<file path="src/rtl/sdx_kernel_addwm_example_subtractor.sv">
// sdx_kernel_addwm_example_subtractor: per-lane watermark-constant removal on an AXI-Stream,
// with a two-entry skid buffer, packet-locked constant and beat/packet/keep status counters.
module sdx_kernel_addwm_example_subtractor #(
  parameter int C_AXIS_TDATA_WIDTH = 512,
  parameter int C_ADDER_BIT_WIDTH  = 32,
  parameter int C_COUNT_WIDTH      = 32
) (
  input  logic                            aclk,
  input  logic                            aresetn,
  input  logic [C_ADDER_BIT_WIDTH-1:0]    ctrl_constant,
  input  logic                            ctrl_clear,
  input  logic                            s_axis_tvalid,
  output logic                            s_axis_tready,
  input  logic [C_AXIS_TDATA_WIDTH-1:0]   s_axis_tdata,
  input  logic [C_AXIS_TDATA_WIDTH/8-1:0] s_axis_tkeep,
  input  logic                            s_axis_tlast,
  output logic                            m_axis_tvalid,
  input  logic                            m_axis_tready,
  output logic [C_AXIS_TDATA_WIDTH-1:0]   m_axis_tdata,
  output logic [C_AXIS_TDATA_WIDTH/8-1:0] m_axis_tkeep,
  output logic                            m_axis_tlast,
  output logic [C_COUNT_WIDTH-1:0]        stat_beats,
  output logic [C_COUNT_WIDTH-1:0]        stat_pkts,
  output logic                            stat_keep_err
);
  localparam int W  = C_AXIS_TDATA_WIDTH;
  localparam int A  = C_ADDER_BIT_WIDTH;
  localparam int KW = W / 8;
  localparam int N  = W / A;
  typedef struct packed {
    logic [W-1:0]  data;
    logic [KW-1:0] keep;
    logic          last;
  } beat_t;
  typedef enum logic {IDLE, PKT} state_t;
  state_t state_q, state_d;
  beat_t out_q, out_d, skid_q, skid_d, in_b;
  logic [A-1:0] const_q, const_d;
  logic ov_q, ov_d, sv_q, sv_d, rdy_q, rdy_d;
  logic [C_COUNT_WIDTH-1:0] beats_q, beats_d, pkts_q, pkts_d;
  logic err_q, err_d;
  logic acc, take;
  logic [W-1:0] sub;
  for (genvar i = 0; i < N; i++) begin : g_lane
    assign sub[i*A +: A] = s_axis_tdata[i*A +: A] - const_q;
  end
  assign in_b = {sub, s_axis_tkeep, s_axis_tlast};
  assign acc  = s_axis_tvalid & rdy_q;
  assign take = ov_q & m_axis_tready;
  // Skid is only ever full while rdy_q is low, so a new beat never meets a full skid.
  always_comb begin
    out_d  = out_q;
    skid_d = skid_q;
    ov_d   = ov_q;
    sv_d   = sv_q;
    if (sv_q) begin
      if (take) begin
        out_d = skid_q;
        sv_d  = 1'b0;
      end
    end else if (acc) begin
      if (!ov_q || take) begin
        out_d = in_b;
        ov_d  = 1'b1;
      end else begin
        skid_d = in_b;
        sv_d   = 1'b1;
      end
    end else if (take) begin
      ov_d = 1'b0;
    end
    rdy_d   = !sv_d;
    state_d = acc ? (s_axis_tlast ? IDLE : PKT) : state_q;
    const_d = (state_q == IDLE && !acc) ? ctrl_constant : const_q;
    beats_d = ctrl_clear ? '0 : beats_q + {{(C_COUNT_WIDTH-1){1'b0}}, acc};
    pkts_d  = ctrl_clear ? '0 : pkts_q + {{(C_COUNT_WIDTH-1){1'b0}}, acc & s_axis_tlast};
    err_d   = ctrl_clear ? 1'b0 : err_q | (acc & !s_axis_tlast & ~&s_axis_tkeep);
  end
  always_ff @(posedge aclk or negedge aresetn) begin
    if (!aresetn) begin
      state_q <= IDLE;
      out_q   <= '0;
      skid_q  <= '0;
      ov_q    <= 1'b0;
      sv_q    <= 1'b0;
      rdy_q   <= 1'b0;
      const_q <= '0;
      beats_q <= '0;
      pkts_q  <= '0;
      err_q   <= 1'b0;
    end else begin
      state_q <= state_d;
      out_q   <= out_d;
      skid_q  <= skid_d;
      ov_q    <= ov_d;
      sv_q    <= sv_d;
      rdy_q   <= rdy_d;
      const_q <= const_d;
      beats_q <= beats_d;
      pkts_q  <= pkts_d;
      err_q   <= err_d;
    end
  end
  assign s_axis_tready = rdy_q;
  assign m_axis_tvalid = ov_q;
  assign m_axis_tdata  = out_q.data;
  assign m_axis_tkeep  = out_q.keep;
  assign m_axis_tlast  = out_q.last;
  assign stat_beats    = beats_q;
  assign stat_pkts     = pkts_q;
  assign stat_keep_err = err_q;
endmodule

</file>
<file path="config.mk">
export PLATFORM = sky130hd
export DESIGN_NAME = sdx_kernel_addwm_example_subtractor
export DESIGN_NICKNAME = d
export VERILOG_FILES = /design/src/rtl/sdx_kernel_addwm_example_subtractor.sv
export SDC_FILE = /design/constraint.sdc
export NUM_CORES = 2
export LEC_CHECK = 0
export ABC_AREA = 1
export BUFFER_PORTS_ARGS = -buffer_cell sky130_fd_sc_hd__buf_2
export CORE_AREA = 2 2 484 486
export CTS_BUF_LIST = sky130_fd_sc_hd__clkbuf_8 sky130_fd_sc_hd__clkbuf_16
export DETAILED_ROUTE_END_ITERATION = 7
export DIE_AREA = 0 0 486 488
export HOLD_SLACK_MARGIN = 0.12
export MAX_ROUTING_LAYER = met4
export PLACE_DENSITY = 0.6
export SETUP_SLACK_MARGIN = 0.05
export SYNTH_ARGS = -nofsm -noshare
export SYNTH_HDL_FRONTEND = slang
export SYNTH_SLANG_ARGS = --single-unit
</file>
<file path="constraint.sdc">
create_clock -name aclk -period 4.2 [get_ports aclk]
set_input_delay 1.05 -clock aclk [delete_from_list [all_inputs] [get_ports aclk]]
set_output_delay 1.05 -clock aclk [all_outputs]
set_load 0.02 [all_outputs]
</file>
; Word-level counts from Yosys, hierarchy flattened
; Cells that the tools add are included.
[classes]
n_bitwise = 9
eq_ne = 2
addsub = 18
mux = 15
reduce_logical = 14
[ops]
columns = cell, n
row1 = $mux W577, 4
row2 = $sub A32 B32 Y32, 16
row3 = $add A32 B1 Y32, 2
row4 = $mux W32, 2
row5 = $reduce_and A64 Y1, 1
row6 = $mux W1, 9
row7 = $reduce_and A3 Y1, 3
row8 = $reduce_bool A2 Y1, 3
row9 = $and A1 B1 Y1, 5
row10 = $logic_not A1 Y1, 5
row11 = $ne A2 B1 Y1 const B, 2
row12 = $not A1 Y1, 3
row13 = $logic_and A1 B1 Y1, 1
row14 = $logic_or A1 B1 Y1, 1
row15 = $or A1 B1 Y1, 1
[word_totals]
reg_bits = 1255
output_inout_bits = 644
word_cells = 72
input_bits = 614

; Depth between registers and ports, before layout
[depth]
depth_word = 6
depth_mapped = 16
mapped_depth_nobuf = 16

; Worst setup path before layout
; Ideal clock, no wire load.
[synth_timing]
path_type = input -> register
from = input port s_axis_tvalid
to = register pkts_q[20], in the netlist stat_pkts[20]
path_slack_ps = 1468
setup_ps = 117
cell_stages = 15
n_path_buf = 0
t_required_ps = 4083
t_arrival_ps = 2614
cell_sequence = nand2_2 > nor2_1 > ha_1 > ha_1 > nand2_1 > inv_1 > nand2_1 > nor2_1 > nand2_1 > nor2_2 > nand2_1 > nor2_1 > nand2_1 > nand2_1 > nor2_1
[synth_between]
elab_chain_len = 4
[synth_lines]
columns = item, line
row1 = start: declaration, 12  ; input logic s_axis_tvalid,
row2 = $and A1 B1 Y1, 48  ; assign acc = s_axis_tvalid & rdy_q;
row3 = $and A1 B1 Y1, 76  ; pkts_d = ctrl_clear ? '0 : pkts_q + {{(C_COUNT_WIDTH-1){1'b0}}, acc & s_axis_tlast};
row4 = $add A32 B1 Y32, 76
row5 = $mux W32, 76
row6 = net pkts_d[20], 40  ; logic [C_COUNT_WIDTH-1:0] beats_q, beats_d, pkts_q, pkts_d;
row7 = end signal: assignment, 100  ; pkts_q <= pkts_d;
row8 = end: declaration, 40
; The timed path passes the listed nets, and every way through them passes these cells.
; A chain may end at the register's enable or synchronous reset.

; Final worst setup path
[layout_timing]
from = register const_q[5]
to = register out_q, in the netlist m_axis_tdata[55]
[layout_between]
elab_chain_len = 4
[layout_lines]
columns = item, line
row1 = start: declaration, 38  ; logic [A-1:0] const_q, const_d;
row2 = start signal: assignment, 98  ; const_q <= const_d;
row3 = $sub A32 B32 Y32, 45  ; assign sub[i*A +: A] = s_axis_tdata[i*A +: A] - const_q;
row4 = $mux W577, 62  ; if (!ov_q || take) begin
row5 = $mux W577, 61  ; end else if (acc) begin
row6 = $mux W577, 56  ; if (sv_q) begin
row7 = end signal: assignment, 93  ; out_q <= out_d;
row8 = end: declaration, 37  ; beat_t out_q, out_d, skid_q, skid_d, in_b;
; Every way passes these cells. The select of a mux whose other input is x is not followed.

==> results.ini <==
[status]
outcome=complete, no violations

[floorplanning]
die-height_microns=488
die_w_microns=486
start_util_pct=39.3
ios=1258
core_sq_mm=0.232
dieArea_sq_mm=0.237
fp-row-count=177

[grt]
grt_pass1_vias=86300
grt_overflow=0
grt_usage_pct=34.2
grt_max_degree=206
grt_pass1_wl_microns=581000
antenna_found_initial=122

[yosys]
syn_inst=14500
syn_area_per_cell_sq_um=6.29
synthMostInstantiatedCell=nand2_1
ys_seq_area_share_pct=34.4
synth-edff-count=0
yosysTopAreaCell=dfrtp_1
ys.flop_type=dfrtp_1
ys_ff_latch=1255
yosys-top-cells-count=6,062 x nand2_1, 2,264 x inv_1, 1,271 x nor2_1
ys_warn_count=0
synthDistinctLibCells=41
syn-num-nets=15600
async_flop_share_pct=100
synth.top_cell.area_share_pct=34.4
synth.area.top_cells=dfrtp_1 34%, nand2_1 25%, inv_1 9.3%, ha_1 6.9%, nor2_1 5.2%
mappedNetlistArea_sq_mm=0.0912

[placement]
dp_hpwl_microns=314000
place_congestion=1.01
placedCellCount=18600
place.port_buffers=1257
post-place-ws_ns=0.884
placed_area_sq_mm=0.102

[clock_tree]
cts_num_sinks=1255
cts-resized-gates=0
path_clk_slew_ns=0.06
post_cts_buffers=0
clk_latency_ns=0.87
clockBufferDepth=3
hold_buffers=0
htreeDepth=4
cts_buffers=154
clock-root-buffer=clkbuf_16
cts_tree=yes

[pwr]
leakagePower_nw=63.4
ir_drop_mv=0.282
report.power.total_mw=33.6
power.density_mw_per_mm2=313

[job]
cap_violations=0

[setup_path]
crit_required_ns=4.92
r2r_end=m_axis_tdata[55]$_DFFE_PN0P_
end_kind=flip-flop
crit_path_max_fanout=17
worstSetupStartpointType=flip-flop
r2r_start=const_q[5]$_DFFE_PN0P_
worstRegToRegCells=15
path_class=reg2reg
rrSetupSlack_ns=1.03
arrival_ns=3.89
crit_path_start=const_q[5]$_DFFE_PN0P_
cp-endpoint=m_axis_tdata[55]$_DFFE_PN0P_

[detailed_routing]
routedWlPerCell_microns=21.4
drtPass1Iterations=6
drtAntennaViolNets=0
routed_wl_microns=405000
drt_iter0_markers=7632
vias=94000
via_per_inst=4.97
drc=0

[cells_and_area]
finalCoreUtilization_pct=46.2
seq_area_sq_mm=0.0314
multiInputGateArea_sq_mm=0.0495
drive_gt1_share_pct=10.9
fillCellCount=24600
layout.cells.non_filler=18900
final_nets=16800
design_area_sq_mm=0.107
area_growth_pct=17.5

[timing]
setup_viol=0
fin_crit_ns=3.17
maxSlewViolCount=0
slew_headroom_pct=27.1
rsz0062_at_grt=no
fmax_mhz=316
setup_slack_ns=1.03
hold_viol_final=0
finClkSkew_ns=0.0569
whs_ns=0.163
tightest_slew_ns=1.09
finalSetupTns_ns=0
finalCritPeriodShare_pct=75.4

[worst_hold_path]
hp-class=in2async

==> worst max-delay path, stage by stage (launching register included) <==
cell     delay [ns]
dfrtp_1        0.38
inv_2          0.77
buf_4          0.29
ha_1           0.27
nand2_1        0.13
inv_1          0.06
a21oi_1        0.14
nand2_1        0.12
nand2_1        0.08
nand2_1        0.14
nand2_1        0.12
nand2_1        0.05
nand2_1        0.07
nand3_1        0.07
nand2_1        0.24
nand2_1        0.08
==> flip-flops by register name, indices dropped and copies added (netlist names) <==
signal / flops
const_q: 32
m_axis_tdata: 512
m_axis_tkeep: 64
m_axis_tlast: 1
m_axis_tvalid: 1
s_axis_tready: 1
skid_q: 577
stat_beats: 32
stat_keep_err: 1
stat_pkts: 32
state_q: 1
sv_q: 1
==> how the worst min path moves through the flow <==
stage,startpoint,to,slack [ns],depth (start not counted)
global route,aresetn,skid_q[6]$_DFFE_PN0P_,0.15,1
detailed placement,skid_q[515]$_DFFE_PN0P_,skid_q[515]$_DFFE_PN0P_,0.45,2
global placement,skid_q[515]$_DFFE_PN0P_,skid_q[515]$_DFFE_PN0P_,0.45,2
finish,aresetn,skid_q[6]$_DFFE_PN0P_,0.16,1
floorplan,skid_q[131]$_DFFE_PN0P_,skid_q[131]$_DFFE_PN0P_,0.44,2
CTS,aresetn,skid_q[6]$_DFFE_PN0P_,0.13,1
==> cells in the final DEF (no fill, tap or decap), types with 6 or more instances in the layout <==
| cell | netlist | final |
|---|---|---|
| a21o_1 | 48 | 48 |
| a21oi_1 | 502 | 502 |
| a31oi_1 | 96 | 96 |
| and2_1 | 62 | 62 |
| buf_12 | 0 | 68 |
| buf_2 | 212 | 1256 |
| buf_4 | 20 | 82 |
| bufinv_16 | 0 | 15 |
| clkbuf_16 | 0 | 154 |
| clkbuf_8 | 0 | 31 |
| clkinv_16 | 0 | 9 |
| clkinv_2 | 0 | 18 |
| clkinv_4 | 0 | 6 |
| dfrtp_1 | 1255 | 1251 |
| diode_2 | 0 | 85 |
| fa_1 | 16 | 16 |
| ha_1 | 500 | 500 |
| inv_1 | 2264 | 2270 |
| inv_2 | 3 | 28 |
| nand2_1 | 6062 | 6062 |
| nand3_1 | 610 | 610 |
| nand3b_1 | 45 | 45 |
| nand4_1 | 27 | 27 |
| nor2_1 | 1271 | 1270 |
| nor3_1 | 69 | 69 |
| nor4_1 | 12 | 12 |
| o21a_1 | 63 | 63 |
| o21ai_0 | 750 | 750 |
| o21ai_1 | 142 | 142 |
| o21bai_1 | 17 | 17 |
| or2_2 | 17 | 17 |
| xnor2_1 | 165 | 165 |
| xor2_1 | 82 | 82 |
==> layout make-up <==
type,instances,share of cell area [%]
Tap cell,3043,3.55
Inverter,2267,7.96
Sequential cell,1255,29.3
Multi-Input combinational cell,10600,46.2
Clock inverter,95,1.07
Timing Repair Buffer,1406,7.71
Antenna cell,85,0.198
Clock buffer,185,3.99
==> cells by family after synthesis <==
group	after synthesis	share of synthesized area, %
compound gates	1624	9.41
fa+ha+maj	516	7.21
simple gates	8193	35.2
flops	1255	34.4
xor+xnor	247	2.37
buf+inv	2664	11.3
==> where the power goes <==
part | leakage, nW | total, mW | switching (mW) | internal [mW]
Combinational | 43.9 | 7.13 | 4.94 | 2.19
Sequential | 16.8 | 12.1 | 0.0294 | 12.1
Clock | 2.77 | 14.3 | 6.06 | 8.26
==> per-layer routing <==
layer / vias up / global-route usage (%) / routed length (microns)
met5: - / - / 0
met4: 0 / 19.6 / 26200
met3: 688 / 6.10 / 28100
met2: 3190 / 52.4 / 179000
met1: 43100 / 42.6 / 171000
li1: 47000 / - / -
(Power assumes the default switching activity.)
